**src/rtl/shift_seq.sv**
```systemverilog
// Multi-cycle shift engine: loads a word, then shifts it one bit per clock in SLL/SRL/SRA/ROL mode.
// Define SHIFT_SEQ_ROTATE_EN to build the rotate path for mode 11; otherwise mode 11 runs as SLL.
module shift_seq #(
    parameter int WIDTH = 8,
    parameter int AMT_W = 4
) (
    input  logic             clk,
    input  logic             rst,
    input  logic             clr,
    input  logic             start,
    input  logic [1:0]       mode,
    input  logic [AMT_W-1:0] amount,
    input  logic             ser_in,
    input  logic [WIDTH-1:0] data_in,
    output logic             ready,
    output logic             busy,
    output logic             done,
    output logic [WIDTH-1:0] data_out,
    output logic             ser_out
);

    typedef enum logic [1:0] {IDLE, SHIFT, DONE} state_t;

    state_t           state_q, state_d;
    logic [AMT_W-1:0] cnt_q;
    logic [1:0]       mode_q;

    // Returns {bit leaving the word, next word} for one shift step.
    function automatic logic [WIDTH:0] shift_step(input logic [1:0] m,
                                                  input logic [WIDTH-1:0] d,
                                                  input logic si);
        logic signed [WIDTH-1:0] sd;
        logic [WIDTH:0]          r;
        sd = signed'(d);
        r  = {d[WIDTH-1], d[WIDTH-2:0], si};
        case (m)
            2'b01: r = {d[0], si, d[WIDTH-1:1]};
            2'b10: r = {d[0], sd >>> 1};
`ifdef SHIFT_SEQ_ROTATE_EN
            2'b11: r = {d[WIDTH-1], d[WIDTH-2:0], d[WIDTH-1]};
`endif
            default: ;
        endcase
        return r;
    endfunction

    always_ff @(posedge clk or posedge rst) begin
        if (rst) state_q <= IDLE;
        else     state_q <= state_d;
    end

    always_comb begin
        state_d = state_q;
        case (state_q)
            IDLE:    if (start) state_d = (amount != '0) ? SHIFT : DONE;
            SHIFT:   if (cnt_q == AMT_W'(1)) state_d = DONE;
            DONE:    state_d = IDLE;
            default: state_d = IDLE;
        endcase
        if (clr) state_d = IDLE;
    end

    always_ff @(posedge clk or posedge rst) begin
        if (rst) begin
            data_out <= '0;
            ser_out  <= 1'b0;
            cnt_q    <= '0;
            mode_q   <= 2'b00;
        end else if (clr) begin
            data_out <= '0;
            ser_out  <= 1'b0;
            cnt_q    <= '0;
        end else begin
            case (state_q)
                IDLE: begin
                    if (start) begin
                        data_out <= data_in;
                        cnt_q    <= amount;
                        mode_q   <= mode;
                    end
                end
                SHIFT: begin
                    {ser_out, data_out} <= shift_step(mode_q, data_out, ser_in);
                    cnt_q               <= cnt_q - AMT_W'(1);
                end
                default: ;
            endcase
        end
    end

    assign ready = (state_q == IDLE);
    assign busy  = (state_q == SHIFT);
    assign done  = (state_q == DONE);

endmodule

```
**config.mk**
```make
export PLATFORM = sky130hd
export DESIGN_NAME = shift_seq
export DESIGN_NICKNAME = d
export VERILOG_FILES = /design/src/rtl/shift_seq.sv
export SDC_FILE = /design/constraint.sdc
export NUM_CORES = 1
export LEC_CHECK = 0
export CORE_MARGIN = 1.5
export CORE_UTILIZATION = 42
export DETAILED_ROUTE_END_ITERATION = 12
export HOLD_SLACK_MARGIN = 0.06
export PLACE_DENSITY = 0.75
export SLEW_MARGIN = 20
export SYNTH_ARGS = -nofsm -noshare
export SYNTH_HDL_FRONTEND = slang
export SYNTH_SLANG_ARGS = --single-unit
```
**constraint.sdc**
```tcl
create_clock -name clk -period 1.5 [get_ports clk]
set_clock_uncertainty 0.2 [all_clocks]
set_input_delay 0.3 -clock clk [delete_from_list [all_inputs] [get_ports clk]]
set_output_delay 0.3 -clock clk [all_outputs]
set_load 0.005 [all_outputs]
```
==> flow_metrics.tcl <==
set metrics [dict create \
    n_fill_cell 152 \
    grt_usage_pct 25.9 \
    p_comb_share_pct 54.9 \
    grt_overflow 0 \
    synthDistinctLibCells 28 \
    synth.avg_cell_area_um2 8.28 \
    required_ns 1.00 \
    dp_cells 210 \
    dp_hpwl_um 2080 \
    dp_slack_ns -0.404 \
    layout_commonest_cell "buf_4" \
    grt_max_degree 18 \
    grt_pass1_vias 1278 \
    leakage_nw 0.953 \
    finalNonFillerCells 239 \
    holdCritPathClass "primary input to asynchronous set/reset pin" \
    syn2layout_area_growth_pct 86.1 \
    min_period_ns 1.69 \
    grt_pass1_wl_um 5300 \
    final_nets 234 \
    cp_cell_sequence "buf_4, buf_6, nor2b_4, buf_2" \
    clk_path_buf_depth 2 \
    syn_inst 129 \
    pwr-share-clk_pct 14.1 \
    synth_top_area_cell "dfrtp_1" \
    drc 0 \
    r2r_slack_ns -0.17 \
    drt_iter0_drc 31 \
    row_count 18 \
    avgViaCountPerCell 5.45 \
    maxSlewViolCount 0 \
    cts_tree "built" \
    mostFrequentLayoutCells "buf_4, clkdlybuf4s50_1, dfrtp_1, nand2_1, nor2_1" \
    cpMaxStageDelayCell "dfrtp_1" \
    yosysTopAreaCellShare_pct 39.8 \
    pwr_density_cell_nw_per_um2 961 \
    end_kind "primary output" \
    die-area_um2 2860 \
    routed_wl_um 3720 \
    clkTransAtPathRegs_ns 0.11 \
    yosys-top-cells-area "dfrtp_1, nand2_1, ha_1" \
    ios 31 \
    start_kind "flip-flop" \
    intPower_mw 1.21 \
    dr_total_vias 1303 \
    cpPeakStageDelay_ns 0.40 \
    hold_viol_final 0 \
    vdd_ir_drop_max_v 0.000989 \
    path_class "flip-flop to primary output" \
    clock.fmax_mhz 591 \
    die_h_um 53.4 \
    htreeDepth 1 \
    reg2regPathDepth 6 \
    core_area_um2 2430 \
    numCtsBuffers 3 \
    violations "negative setup slack" \
    status "finished, violations left" \
    tightest_slew_ns 0.378 \
    die_w_um 53.4 \
    n_antenna_cell 0 \
    placed_area_um2 1610 \
    port_buffers 30 \
    antenna_left 0 \
    antenna_found_initial 0 \
    worstSkewPairLatency_ns 0.31 \
    stdcell_area_um2 1990 \
    max_cap_violations 0 \
    gp_congestion 0.860 \
    wl_per_cell_um 15.6 \
    yosys_warnings 0 \
    ys_ff_latch 17 \
    cts_num_sinks 17 \
    switchingPower_mw 0.704 \
    rsz0062_at_grt "yes" \
    yosysSeqAreaShare_pct 39.8 \
    firstDrtPassIters 4 \
    pwr-share-seq_pct 31.0 \
    setup_viol 17 \
    setup_tns_ns -1.81 \
    crit_fanout 2 \
    p_sw_share_pct 36.8 \
    drive_gt1_share_pct 43.5 \
    worst_r2r_endpoint "data_out[0]" \
    r2r-start "mode_q[0]" \
    final.setup.worst_slack_ns -0.192 \
    arrival_ns 1.19 \
    fin_crit_sh_pct 113 \
    slew_headroom_pct 74.6 \
    synth_area_um2 1070 \
    start_util_pct 43.9 \
    synthesis.nets 153 \
    clockRootBuffer "clkbuf_4" \
]
==> power groups by stage <==
stage | registers (mW) | logic, mW | clock network (mW)
6_report | 0.593 | 1.05 | 0.269
5_1_grt | 0.601 | 1.13 | 0.294
4_1_cts | 0.587 | 0.904 | 0.275
3_5_place_dp | 0.601 | 0.751 | 0
3_3_place_gp | 0.598 | 0.733 | 0
2_1_floorplan | 0.597 | 0.391 | 0
==> how the worst max path moves through the flow <==
stage	startpoint	endpoint	cells after the start
6_report	state_q[1]	busy	4
5_1_grt	state_q[1]	data_out[0]	7
4_1_cts	state_q[1]	ready	3
3_5_place_dp	clr	data_out[7]	6
3_3_place_gp	clr	data_out[7]	6
2_1_floorplan	mode_q[1]	data_out[5]	7
==> cells by family (layout without fill, tap and decap cells) <==
| family | Yosys count | count (layout) | share of synthesized area (%) |
|---|---|---|---|
| xor gates and xnor gates | 1 | 1 | 0.820 |
| AOI/OAI and AO/OA | 45 | 45 | 28.2 |
| adders and majority gates | 5 | 5 | 5.85 |
| and+or+nand+nor | 43 | 43 | 18.0 |
| DFF | 17 | 17 | 39.8 |
| buffers and inverters | 18 | 98 | 7.26 |
==> state kept, by name, summed over array words and instances (netlist names) <==
register  count
data_out      8
ser_out       1
mode_q        2
cnt_q         4
state_q       2
==> through the flow <==
| step | util (%) | hold WS, ns | power, mW |
|---|---|---|---|
| 3_5_place_dp | 66.0 | 0.300 | 1.35 |
| 5_1_grt | 81.7 | 0.160 | 2.02 |
| 3_3_place_gp | 66.0 | 0.308 | 1.33 |
| 2_1_floorplan | - | 0.0261 | 0.988 |
| 4_1_cts | 75.1 | 0.0938 | 1.77 |
| 6_report | 81.7 | 0.0862 | 1.91 |
==> metal layers <==
layer  share of wire [%]  track usage [%]  wire length (µm)  vias up
met2                  55             49.2              2040       40
met4                 1.2             8.97                45        0
met3                 4.2             6.21               155        6
met1                  40             27.1              1480      643
li1                    -                -                 -      614
met5                   0                0                 0        -
==> layout make-up <==
class	count	area, µm²	share of cell area (%)
clock inverters	1	5.00	0.252
flip-flops and latches	17	427	21.5
inverters	10	37.5	1.89
repair buffers	84	727	36.6
multi-input cells	94	732	36.8
well taps	30	37.5	1.89
clock buffers	3	22.5	1.13
==> worst max-delay path: cells and delay by family (launching register included) <==
kind | cells | cell delay [ns]
AND/OR/NAND/NOR | 1 | 0.12
buffers and inverters | 3 | 0.38
flip-flops | 1 | 0.40
==> synth_stat cells (all sizes together) <==
cell type	count
and2b	1
buf	6
a32oi	1
xnor2	1
dfrtp	17
clkbuf	2
o211ai	6
a31oi	8
inv	10
nor3	3
o21ai	8
a21oi	9
a22o	2
o21bai	1
nor3b	1
nor2b	3
nor4	1
ha	5
or2	1
nand2	17
nor2	15
a22oi	1
a2bb2oi	2
and3	1
a32o	1
a21o	5
a2111oi	1
==> repair_timing <==
action	4_1_cts	5_1_grt
setup buffers	14	10
pin swaps	23	7
cloned	1	0
hold buffers	0	0
resized for setup	46	27
endpoints found under the setup margin	26	28
(Power assumes the default switching activity.)
